File: src/rtl/mem_bus_arbiter.sv
// mem_bus_arbiter: grants the external memory bus to the write buffer, dcache or icache with WB-burst limiting, turnaround and watchdog
module mem_bus_arbiter #(
  parameter int WBBURST    = 4,
  parameter int SW         = 3,
  parameter int TIMEOUT    = 255,
  parameter int TW         = 8,
  parameter int TURNAROUND = 1
) (
  input  logic       ph1,
  input  logic       ph2,
  input  logic       reset,
  input  logic       wbmemen,
  input  logic       dmemen,
  input  logic       dmemrwb,
  input  logic       imemen,
  input  logic       imemrwb,
  input  logic       swc,
  input  logic       memdone,
  output logic [1:0] state,
  output logic       wbon,
  output logic       don,
  output logic       ion,
  output logic       memen,
  output logic       memtimeout
);
  typedef enum logic [2:0] {S_IDLE, S_WB, S_D, S_I, S_TURN} st_t;
  st_t r_st, w_nx, w_rsel;
  logic [SW-1:0] r_sk, w_sk;
  logic [TW-1:0] r_wd;
  logic w_dreq, w_ireq, w_rd, w_gnt, w_to, w_unused;
  assign w_unused = ph2;
  assign w_dreq = dmemen & dmemrwb;
  assign w_ireq = imemen & imemrwb;
  assign w_rd = w_dreq | w_ireq;
  assign w_rsel = swc ? (w_ireq ? S_I : S_D) : (w_dreq ? S_D : S_I);
  assign w_gnt = (r_st == S_WB) | (r_st == S_D) | (r_st == S_I);
  // memdone in the final watchdog cycle takes precedence over the abort
  assign w_to = w_gnt & (r_wd == TW'(TIMEOUT - 1)) & ~memdone;
  always_comb begin
    w_nx = r_st;
    w_sk = r_sk;
    if (r_st == S_IDLE) begin
      if (wbmemen && !(w_rd && r_sk == SW'(WBBURST))) begin
        w_nx = S_WB;
        w_sk = !w_rd ? '0 : (&r_sk) ? r_sk : r_sk + SW'(1);
      end else begin
        w_nx = w_rd ? w_rsel : S_IDLE;
        w_sk = '0;
      end
    end else if (r_st == S_TURN) w_nx = S_IDLE;
    else if (memdone) w_nx = (r_st == S_WB && TURNAROUND == 1) ? S_TURN : S_IDLE;
    else if (w_to) w_nx = S_IDLE;
  end
  always_ff @(posedge ph1) begin
    if (reset) begin
      r_st       <= S_IDLE;
      r_sk       <= '0;
      r_wd       <= '0;
      state      <= 2'b00;
      wbon       <= 1'b0;
      don        <= 1'b0;
      ion        <= 1'b0;
      memen      <= 1'b0;
      memtimeout <= 1'b0;
    end else begin
      r_st       <= w_nx;
      r_sk       <= w_sk;
      r_wd       <= (w_gnt && w_nx == r_st) ? ((&r_wd) ? r_wd : r_wd + TW'(1)) : '0;
      state      <= w_nx == S_WB ? 2'b01 : w_nx == S_D ? 2'b10 : w_nx == S_I ? 2'b11 : 2'b00;
      wbon       <= w_nx == S_WB;
      don        <= w_nx == S_D;
      ion        <= w_nx == S_I;
      memen      <= (w_nx == S_WB) | (w_nx == S_D) | (w_nx == S_I);
      memtimeout <= w_to;
    end
  end
endmodule

File: config.mk
export PLATFORM = sky130hd
export DESIGN_NAME = mem_bus_arbiter
export DESIGN_NICKNAME = d
export VERILOG_FILES = /design/src/rtl/mem_bus_arbiter.sv
export SDC_FILE = /design/constraint.sdc
export NUM_CORES = 1
export LEC_CHECK = 0
export ABC_AREA = 0
export BUFFER_PORTS_ARGS = -buffer_cell sky130_fd_sc_hd__buf_4
export CORE_MARGIN = 5
export CORE_UTILIZATION = 30
export CTS_CLUSTER_SIZE = 10
export DETAILED_ROUTE_END_ITERATION = 8
export GPL_ROUTABILITY_DRIVEN = 0
export SLEW_MARGIN = 20
export SYNTH_ARGS = -nofsm -noshare
export SYNTH_HDL_FRONTEND = slang
export SYNTH_SLANG_ARGS = --single-unit
File: constraint.sdc
create_clock -name ph1 -period 1.8 [get_ports ph1]
set_input_delay 0.09 -clock ph1 [delete_from_list [all_inputs] [get_ports ph1]]
set_output_delay 0.09 -clock ph1 [all_outputs]
set_load 0.01 [all_outputs]
======== Word level (Yosys, flattened, before mapping) ========
Index checks and enable logic that the tools add are counted.
word-level totals
  register bits after elaboration ......... 21
  output and inout bits ................... 7
  input port bits ......................... 10
  logic and storage cells ................. 60
operators by class
  add/sub/neg operators ................... 2
  reductions and logical operators ........ 10
  bitwise operators ....................... 11
  multiplexer cells ....................... 16
  equal/unequal tests ..................... 11
operators by type and width
  operator                                             count
  2-to-1 mux 3 bit                                     8
  equality test 3 x 2 -> 1 bit, second input constant  4
  adder 8 x 1 -> 8 bit, second input constant          1
  equality test 8 bit, second input constant           1
  2-to-1 mux 2 bit                                     4
  AND reduction 8 bit                                  1
  equality test 3 x 1 -> 1 bit, second input constant  2
  equality test 3 bit, second input constant           2
  OR 1 bit                                             5
  AND 1 bit                                            4
  2-to-1 mux 1 bit                                     4
  OR reduction 2 bit                                   2
  adder 3 x 1 -> 3 bit, second input constant          1
  equality test 3 bit                                  1
  logical AND 1 bit                                    3
  logical NOT 3 bit                                    1
  inequality test 3 bit, second input constant         1
  AND reduction 3 bit                                  1
  inverter 1 bit                                       2
  AND reduction 2 bit                                  1
  logical NOT 1 bit                                    1

======== Depth between registers and ports, before layout ========
Gate-level depths: netlist of run 1.
  depth after elaboration ................. 13
  depth in mapped cells ................... 6
  depth with buffers taken out ............ 6

======== Least setup slack after synthesis of run 1 ========
No wires, ideal clock.
  path kind ............................... register to register
  start point ............................. reg r_sk[0]
  end point ............................... reg wbon
  required time ........................... 1740 ps
  buffers on the path ..................... 0
  period minus slack after synthesis ...... 1508 ps
  setup time .............................. 60 ps
  data arrival time ....................... 1448 ps
  cell stages (with the launch flop) ...... 7
  path slack .............................. 292 ps
  cell sequence ........................... dfxtp_1 inv_1 ha_1 a21bo_2 nor3b_4 a31oi_1 and3_2
on the way
  word-level cells in the longest chain between the ends .. 7
ends and longest elaborated chain
  element                       RTL line  text
  from (decl)                   28        logic [SW-1:0] r_sk, w_sk;
  from (signal assigned)        67        r_sk <= w_sk;
  equality test 3 bit           43        if (wbmemen && !(w_rd && r_sk == SW'(WBBURST))) begin
  logical AND 1 bit             43
  logical NOT 1 bit             43
  logical AND 1 bit             43
  2-to-1 mux 2 bit              43
  2-to-1 mux 3 bit              42        if (r_st == S_IDLE) begin
  equality test 3 x 1 -> 1 bit  70        wbon <= w_nx == S_WB;
  to (signal assigned)          60        wbon <= 1'b0;
  to (signal assigned)          70
  to (decl)                     20        output logic wbon,
Every way passes these cells.
A chain may end at the register's enable or synchronous reset.

======== Worst setup path after layout of run 1 ========
Same ends and word-level chain as after synthesis.

==> out/qor.yml, run 1 <==
run_status:
  status: "finished, final reports clean"
pwr:
  vdd_drop_max_uv: 310
  intPower_w: 0.000651
  combPwrFrac_pct: 18.1
  power.leakage_nw: 0.521
  switching_share_pct: 26.8
  p_per_area_nw_per_um2: 692
  total_power_w: 0.000890
  pwr-share-seq_pct: 56.1
  pwr-share-clk_pct: 25.8
  p_switching_w: 0.000239
timing:
  fmax_mhz: 595
  max_slew_margin_pct: 64.1
  final-max-slew-violation-count: 0
  rsz0062_at_grt: "no"
  setup_viol: 0
  fin_crit_ns: 1.68
  fin_setup_tns_ns: 0
  hold_violations: 0
  tightest_slew_ns: 0.539
  finalCritPeriodShare_pct: 93.3
  clock-skew-final_ns: 0.0129
  hold_ws_ns: 0.0150
worst_setup_path:
  r2r_cells: 6
  crit_slowest_cell: "a31oi_1"
  required_ns: 2.06
  rr_startpoint: "r_sk[0]"
  path_cells: "inv_1 > ha_1 > a21bo_2 > nor3b_4 > a31oi_1 > and3_2"
  slowest_delay_ns: 0.36
  cp-end-kind: "flip-flop"
  crit_cells: 6
  crit_buf_inv: 1
  r2r-end: "wbon"
  cp_max_fo: 4
  crit_type: "flip-flop to flip-flop"
  crit_end: "wbon"
  worstPathArrival_ns: 1.94
  startpoint: "r_sk[0]"
  cp-start-kind: "flip-flop"
  cp_top_family: "compound AO/OA/AOI/OAI gates"
  r2r_setup_slack_ns: 0.12
finish:
  layout-drive-gt1-share_pct: 30.2
  n_antenna_cell: 0
  fin_area_um2: 1290
  nets: 142
  area_delta_synth_final_pct: 20.1
global_routing:
  grt.total_usage_pct: 9.62
  grt_pass1_vias: 873
  grt_antenna_before_repair: 0
  overflow: 0
  grt_max_degree: 12
  grt_pass1_wl_um: 3900
min_path:
  hold_class: "primary input to flip-flop"
job:
  cap_violations: 0
clocking:
  cts_max_path_buffers: 2
  cts-root-buf: "clkbuf_4"
  post_cts_resized: 0
  cts.htree.levels: 1
  cts_tree: "yes"
  cts_hold_buf: 0
  cts_num_sinks: 21
  clk_latency_ns: 0.31
  numCtsBuffers: 3
  cts_setup_buffers: 0
  clkTransAtPathRegs_ns: 0.12
routing:
  dr.first_iter.drc_count: 48
  avgViaCountPerCell: 4.81
  ant_nets: 0
  vias: 828
  wl_um: 2100
  drc: 0
  firstDrtPassIters: 4
  wire_per_inst_um: 12.2
floorplanning:
  core_um2: 3390
  num_io_pins: 17
  die-area_um2: 4870
  die_w_um: 69.8
  die_y_um: 69.8
  start_util_pct: 31.6
  rows: 21
synth:
  avgSynthCellArea_um2: 10.2
  syn_nets: 120
  ys_top_cells_by_area: "dfxtp_1 39%, ha_1 5.8%, nor2_1 3.9%"
  synth_flop_cell: "dfxtp_1"
  ys_warn_count: 0
  yosysTopAreaCell: "dfxtp_1"
  yosysMostFrequentCell: "dfxtp_1"
  yosys-top-cells-count: "21 x dfxtp_1, 11 x nor2_1, 6 x inv_1"
  syn-cell-area_um2: 1070
  synth_top_area_share_pct: 39.3
  synth-edff-count: 0
  synth-async-reset-ratio_pct: 0
  synth_cell_types: 46
  ys_ff_latch: 21
  netlist_instances: 105
  ys_seq_area_share_pct: 39.3
placed_design:
  port_buffers: 15
  place_area_um2: 1260
  dp_hpwl_um: 1590
==> through the flow <==
| stage | worst slack (ns) | cells | utilization [%] |
|---|---|---|---|
| floorplan | 0.292 | 105 | - |
| detailed placement | 0.158 | 168 | 37.2 |
| CTS | 0.125 | 172 | 37.9 |
| global route | 0.0549 | 172 | 37.9 |
| global placement | 0.205 | 168 | 37.2 |
| finish | 0.120 | 172 | 37.9 |
==> final cells by class <==
class	count	area, um^2
clock buffers	4	26.3
fillers	322	2100
inverters	6	22.5
multi-input cells	77	624
flip-flops and latches	21	420
well taps	46	57.6
repair buffers	18	135
==> sequential cells by signal, indices dropped and copies added, names as in the netlist <==
register    cells
ion             1
r_st            3
state           2
wbon            1
memen           1
r_sk            3
memtimeout      1
r_wd            8
don             1
==> power by group through the flow <==
stage,Sequential (W),Combinational [W],Clock [W]
finish,0.000499,0.000161,0.000229
global route,0.000504,0.000179,0.000260
CTS,0.000500,0.000163,0.000240
detailed placement,0.000510,0.000162,0
global placement,0.000509,0.000159,0
floorplan,0.000513,0.0000988,0
==> kinds of logic after synthesis <==
kind of cell | count (synthesis) | share of synthesized area [%]
multiplexers | 2 | 1.87
AND/OR/NAND/NOR | 45 | 30.0
adder cells (fa/ha/maj) | 5 | 5.84
buffers and inverters | 7 | 2.45
XOR/XNOR | 3 | 2.45
flip-flops | 21 | 39.3
AO/OA/AOI/OAI | 22 | 18.1
==> cell usage in the layout, fill, tap and decap left out, types with 3 or more instances in the layout <==
cell type  netlist  routed
dfxtp_1         21      21
buf_4            0      18
nor2_1          11      11
inv_1            6       6
ha_1             5       5
nor3_1           4       4
a21oi_1          4       4
a22oi_1          3       3
a31oi_1          3       3
nand3_1          3       3
clkbuf_4         0       3
==> how the worst min path moves through the flow <==
stage / startpoint / endpoint / cells after the start
2_1_floorplan: memdone / memtimeout / 1
3_3_place_gp: memdone / memtimeout / 2
3_5_place_dp: memdone / memtimeout / 2
4_1_cts: reset / r_st[0] / 2
5_1_grt: reset / r_st[0] / 2
6_report: reset / r_st[0] / 2
==> per-layer routing <==
metal	share of wire [%]	wire length, um	track usage (%)	vias to the layer above
li1	-	-	-	427
met1	46	972	11.4	385
met2	48	1020	16.1	14
met3	4.9	103	3.33	2
met4	0.38	8	3.40	0
met5	0	0	0	-
Note: power is estimated with default switching activity, not from simulation.
==> run 2, diff against run 1 <==
--- a/config.mk
+++ b/config.mk
@@ -5,13 +5,14 @@
 export SDC_FILE = /design/constraint.sdc
 export NUM_CORES = 1
 export LEC_CHECK = 0
-export ABC_AREA = 0
+export ABC_AREA = 1
 export BUFFER_PORTS_ARGS = -buffer_cell sky130_fd_sc_hd__buf_4
 export CORE_MARGIN = 5
 export CORE_UTILIZATION = 30
 export CTS_CLUSTER_SIZE = 10
 export DETAILED_ROUTE_END_ITERATION = 8
 export GPL_ROUTABILITY_DRIVEN = 0
+export PLACE_DENSITY = 0.47
 export SLEW_MARGIN = 20
 export SYNTH_ARGS = -nofsm -noshare
 export SYNTH_HDL_FRONTEND = slang
==> run 2 against run 1 <==
Critical path depth up 3. Synthesized cell count grew 38%. Clock-buffer cell count shrank 1. Highest routed layer unchanged. Largest power group unchanged.
==> out/qor.yml, run 2 <==
timing:
  tightest_slew_ns: 0.237
  fmax_mhz: 636
  final-max-slew-violation-count: 0
  finalCritPeriodShare_pct: 87.3
  max_slew_margin_pct: 84.2
  setup_viol: 0
  hold_violations: 0
  clock-skew-final_ns: 0.00501
  fin_crit_ns: 1.57
  fin_setup_tns_ns: 0
  hold_ws_ns: 0.0249
  rsz0062_at_grt: "no"
global_routing:
  grt_antenna_before_repair: 0
  grt_pass1_vias: 859
  grt_pass1_wl_um: 3550
  grt_max_degree: 13
  overflow: 0
  grt.total_usage_pct: 8.89
routing:
  drc: 0
  ant_nets: 0
  avgViaCountPerCell: 4.21
  vias: 893
  wl_um: 2010
  dr.first_iter.drc_count: 35
  firstDrtPassIters: 4
  top_layer_used: "met4"
  wl_met1_um: 987
  wl_met2_um: 904
  met3_length_um: 87
  wire_per_inst_um: 9.47
clocking:
  post_cts_resized: 0
  clk_latency_ns: 0.26
  cts_tree: "yes"
  clkTransAtPathRegs_ns: 0.08
  cts-root-buf: "clkbuf_8"
  cts_setup_buffers: 0
  cts_hold_buf: 0
  cts.htree.levels: 1
  cts_max_path_buffers: 2
  numCtsBuffers: 3
  cts_num_sinks: 21
synth:
  synth_top_family_by_area: "simple AND/OR/NAND/NOR gates"
  synthMuxAreaShare_pct: 0
  avgSynthCellArea_um2: 7.53
  yosys-top-cells-count: "28 x nand2_1, 24 x nor2_1, 21 x dfxtp_1, 21 x inv_1, 7 x nor3_1"
  synth_fa_ha_area_share_pct: 5.73
  synth-xor-area-share_pct: 3.21
  ys_ff_latch: 21
  ys_top_cells_by_area: "dfxtp_1 38%, nand2_1 9.6%, nor2_1 8.2%"
  netlist_instances: 145
  ys_seq_area_share_pct: 38.5
  yosysMostFrequentCell: "nand2_1"
  yosysTopAreaCell: "dfxtp_1"
  synth_cell_types: 22
  synth_top_area_share_pct: 38.5
  yosys.area_share.simple_pct: 39.2
  ys_warn_count: 0
  synth_compound_area_share_pct: 5.38
  synth_flop_cell: "dfxtp_1"
  synth-async-reset-ratio_pct: 0
  syn-cell-area_um2: 1090
  syn_nets: 160
  synth-edff-count: 0
pwr:
  power.leakage_nw: 0.638
  p_per_area_nw_per_um2: 782
  vdd_drop_max_uv: 255
finish:
  utilization_pct: 36.4
  largest_register_ffs: 8
  layout-drive-gt1-share_pct: 23.2
  n_antenna_cell: 0
  mostFrequentLayoutCell: "nand2_1"
  nets: 180
  area_delta_synth_final_pct: 20.0
  mostFrequentLayoutCells: "28 x nand2_1, 24 x nor2_1, 21 x inv_1, 21 x dfxtp_1, 15 x buf_4"
  fin_area_um2: 1310
  layoutNonFillerInstCount: 212
  top_register: "r_wd"
  top_regs: "r_wd x8, r_sk x3, r_st x3"
run_status:
  status: "finished, final reports clean"
worst_setup_path:
  cp_max_fo: 8
  r2r_setup_slack_ns: 0.23
  worstPathArrival_ns: 1.75
  required_ns: 1.97
  cp-start-kind: "flip-flop"
  crit_type: "flip-flop to flip-flop"
  cp-end-kind: "flip-flop"
job:
  cap_violations: 0
placed_design:
  place_area_um2: 1260
  dpl.cell_count: 208
  port_buffers: 15
  dp_hpwl_um: 1590
floorplanning:
  num_io_pins: 17
  die_w_um: 70.3
  die_y_um: 70.3
  start_util_pct: 30.3
  rows: 22
  die-area_um2: 4950
  core_um2: 3610
min_path:
  hold_class: "primary input to flip-flop"
-- run 2: changes by cell type in the layout (fill, tap and decap cells not counted), moves of 3 or more --
cell | before | now
nor2_4 | 0 | 3
a22oi_1 | 3 | 0
buf_4 | 18 | 15
nand3_2 | 0 | 3
nor3_1 | 4 | 7
nand2_2 | 0 | 6
clkbuf_4 | 3 | 0
clkbuf_8 | 0 | 3
inv_1 | 6 | 21
o21ai_0 | 0 | 3
nor2_1 | 11 | 24
xor2_1 | 1 | 4
nand2_1 | 2 | 28
-- run 2: metal layers --
metal  global-route usage (%)  up-vias
met3                     2.30        2
met2                     13.6       11
met5                        0        -
met1                     11.2      392
li1                         -      488
met4                     5.11        0
-- run 2: cell families after synthesis --
group,count (synthesis)
adder cells (fa/ha/maj),5
AND/OR/NAND/NOR,82
flip-flops,21
XOR/XNOR,4
buffers and inverters,22
AO/OA/AOI/OAI,11
-- run 2: layout make-up --
class                   instances  area, um^2
clock inverters                 1        5.00
well taps                      48        60.1
repair buffers                 15         113
inverters                      22        87.6
multi-input cells             102         584
fillers                       406        2290
flip-flops and latches         21         420
clock buffers                   3        41.3
-- run 2: per-stage QoR --
| step | power [W] | setup slack [ns] |
|---|---|---|
| after global placement | 0.000729 | 0.285 |
| after CTS | 0.00105 | 0.212 |
| after detailed placement | 0.000731 | 0.233 |
| after global routing | 0.00109 | 0.0618 |
| after floorplan | 0.000664 | 0.476 |
| final | 0.00103 | 0.228 |
-- run 2: final timing paths --
path | start | endpoint | cells past startpoint
max | r_sk[0] | r_wd[6] | 9
min | reset | r_st[0] | 2
max reg2reg | r_sk[0] | r_wd[6] | 9
min reg2reg | r_sk[1] | r_sk[1] | 2
-- run 2: where the power goes --
part           switching, W  internal, W  total (W)
logic              0.000119    0.0000806   0.000199
registers         0.0000205     0.000497   0.000518
clock network      0.000154     0.000154   0.000308
total              0.000294     0.000732    0.00103
-- run 2: worst max-delay path, stage by stage, from the launching register on --
cell	delay, ns
dfxtp_1	0.39
inv_1	0.06
ha_1	0.19
nand2_1	0.08
inv_1	0.04
nand2_1	0.05
nand2_1	0.13
nand2_2	0.15
nand3_2	0.20
nor3_1	0.20
==> run 3, diff against run 2 <==
--- a/config.mk
+++ b/config.mk
@@ -7,12 +7,13 @@
 export LEC_CHECK = 0
 export ABC_AREA = 1
 export BUFFER_PORTS_ARGS = -buffer_cell sky130_fd_sc_hd__buf_4
+export CAP_MARGIN = 30
 export CORE_MARGIN = 5
 export CORE_UTILIZATION = 30
 export CTS_CLUSTER_SIZE = 10
 export DETAILED_ROUTE_END_ITERATION = 8
-export GPL_ROUTABILITY_DRIVEN = 0
 export PLACE_DENSITY = 0.47
+export SETUP_SLACK_MARGIN = 0.4
 export SLEW_MARGIN = 20
 export SYNTH_ARGS = -nofsm -noshare
 export SYNTH_HDL_FRONTEND = slang
==> run 3 against run 2 <==
Largest power group unchanged. Sequential power about the same. Global-route usage is 0.089 points higher. Register-to-register slack better by 0.21 ns. Sequential share of layout area fell by 3.5 points. Worst hold slack worse by 0.0044 ns. Worst setup slack gained 0.21 ns. Combinational power is 36% higher. Cell count is 4.7% higher. Die area unchanged. Clock-buffer cell count is the same. Power up 7.3%.
==> out/qor.yml, run 3 (synthesis results as in run 2) <==
worst_setup_path:
  required_ns: 1.95
  rr_startpoint: "r_sk[1]"
  cp_max_fo: 8
  worstPathArrival_ns: 1.52
  crit_slowest_cell: "dfxtp_2"
  startpoint: "r_sk[1]"
  cp_common_cell: "nand2_4"
  path_cells: "inv_1 > ha_2 > nand2_2 > inv_1 > nand2_2 > nand2_4 > nand2_4 > nand2_4 > nor2_8 > nor3_1"
  cp-end-kind: "flip-flop"
  cp-start-kind: "flip-flop"
  slowest_delay_ns: 0.33
  crit_type: "flip-flop to flip-flop"
finish:
  n_antenna_cell: 0
  layout-drive-gt1-share_pct: 45.4
  top_regs: "r_wd x8, r_sk x3, r_st x3"
  nets: 190
  largest_register_ffs: 8
  mostFrequentLayoutCell: "buf_4"
  area_delta_synth_final_pct: 39.3
  fill_cells: 388
  layoutNonFillerInstCount: 222
  top_register: "r_wd"
  mostFrequentLayoutCells: "25 x buf_4, 22 x nor2_1, 20 x inv_1, 19 x nand2_1, 14 x dfxtp_1"
timing:
  clock-skew-final_ns: 0.00246
  rsz0062_at_grt: "yes"
  finalCritPeriodShare_pct: 75.9
  fin_ws_ns: 0.434
  fmax_mhz: 732
  hold_violations: 0
  tightest_slew_ns: 0.242
  final-max-slew-violation-count: 0
  fin_crit_ns: 1.37
  max_slew_margin_pct: 83.8
  setup_viol: 0
  fin_setup_tns_ns: 0
routing:
  wl_met1_um: 955
  met3_length_um: 97
  drc: 0
  avgViaCountPerCell: 4.35
  wl_um: 2220
  firstDrtPassIters: 4
  top_layer_used: "met4"
  wl_met2_um: 1140
  dr.first_iter.drc_count: 62
  ant_nets: 0
  vias: 965
  wire_per_inst_um: 10.0
min_path:
  min_from: "reset"
  hold_class: "primary input to flip-flop"
pwr:
  power.leakage_nw: 0.700
  p_per_area_nw_per_um2: 723
  total_power_w: 0.00110
  vdd_drop_max_uv: 264
clocking:
  cts_max_path_buffers: 2
  cts.htree.levels: 1
  cts-root-buf: "clkbuf_8"
  cts_tree: "yes"
  cts_hold_buf: 0
  clk_latency_ns: 0.26
  clkTransAtPathRegs_ns: 0.08
  numCtsBuffers: 3
  cts_num_sinks: 21
floorplanning:
  die-area_um2: 4950
  core_um2: 3610
  rows: 22
  die_w_um: 70.3
  die_y_um: 70.3
  num_io_pins: 17
  start_util_pct: 30.3
global_routing:
  grt_pass1_vias: 875
  grt.total_usage_pct: 8.98
  overflow: 0
  grt_pass1_wl_um: 3580
  grt_antenna_before_repair: 0
  grt_max_degree: 13
placed_design:
  port_buffers: 15
  gp_congestion: 0.743
  place_ws_ns: 0.233
  dpl.cell_count: 208
  dp_hpwl_um: 1590
run_status:
  status: "finished, final reports clean"
job:
  cap_violations: 0
[run 3: report_power, final]
part	internal (W)	leakage [nW]	switching, W
combinational	0.000115	0.499	0.000156
sequential	0.000498	0.175	0.0000210
clock	0.000154	0.0255	0.000157
total	0.000767	0.700	0.000334
[run 3: final cells by class]
| class | instances | area, um^2 | area share (%) |
|---|---|---|---|
| well taps | 48 | 60.1 | 3.95 |
| inverters | 22 | 90.1 | 5.92 |
| multi-input cells | 102 | 703 | 46.2 |
| repair buffers | 25 | 188 | 12.3 |
| flip-flops and latches | 21 | 434 | 28.5 |
| clock buffers | 3 | 41.3 | 2.71 |
| clock inverters | 1 | 5.00 | 0.329 |
[run 3: repair_timing]
item	CTS	global route
pin swaps	3	17
hold endpoints to repair	0	0
gates resized for setup	7	36
setup endpoints to repair	14	15
buffers inserted	2	8
[run 3: per-stage QoR]
stage                     utilization (%)  instance area (um^2)  hold slack, ns
after CTS                            37.3                  1350          0.0215
after floorplan                         -                  1090           0.159
after global placement               35.1                  1260           0.308
after detailed placement             35.1                  1260           0.303
final                                42.2                  1520          0.0205
after global routing                 42.2                  1520          0.0212
[run 3: worst max-delay path, delay by kind of cell, from the launching register on]
| kind | cells | cell delay (ns) |
|---|---|---|
| and+or+nand+nor | 7 | 0.65 |
| buffers and inverters | 2 | 0.11 |
| adders and majority gates | 1 | 0.18 |
| DFF | 1 | 0.33 |
[run 3: final timing paths]
path | end | slack (ns) | cells past startpoint
setup / recovery | r_wd[3] | 0.43 | 10
setup reg to reg | r_wd[3] | 0.43 | 10
hold reg to reg | r_sk[1] | 0.49 | 2
hold / removal | r_st[0] | 0.02 | 2
[run 3: per-layer routing]
| metal | up-vias | track usage (%) |
|---|---|---|
| li1 | 507 | - |
| met1 | 443 | 11.0 |
| met2 | 13 | 14.1 |
| met3 | 2 | 2.30 |
| met4 | 0 | 5.11 |
| met5 | - | 0 |
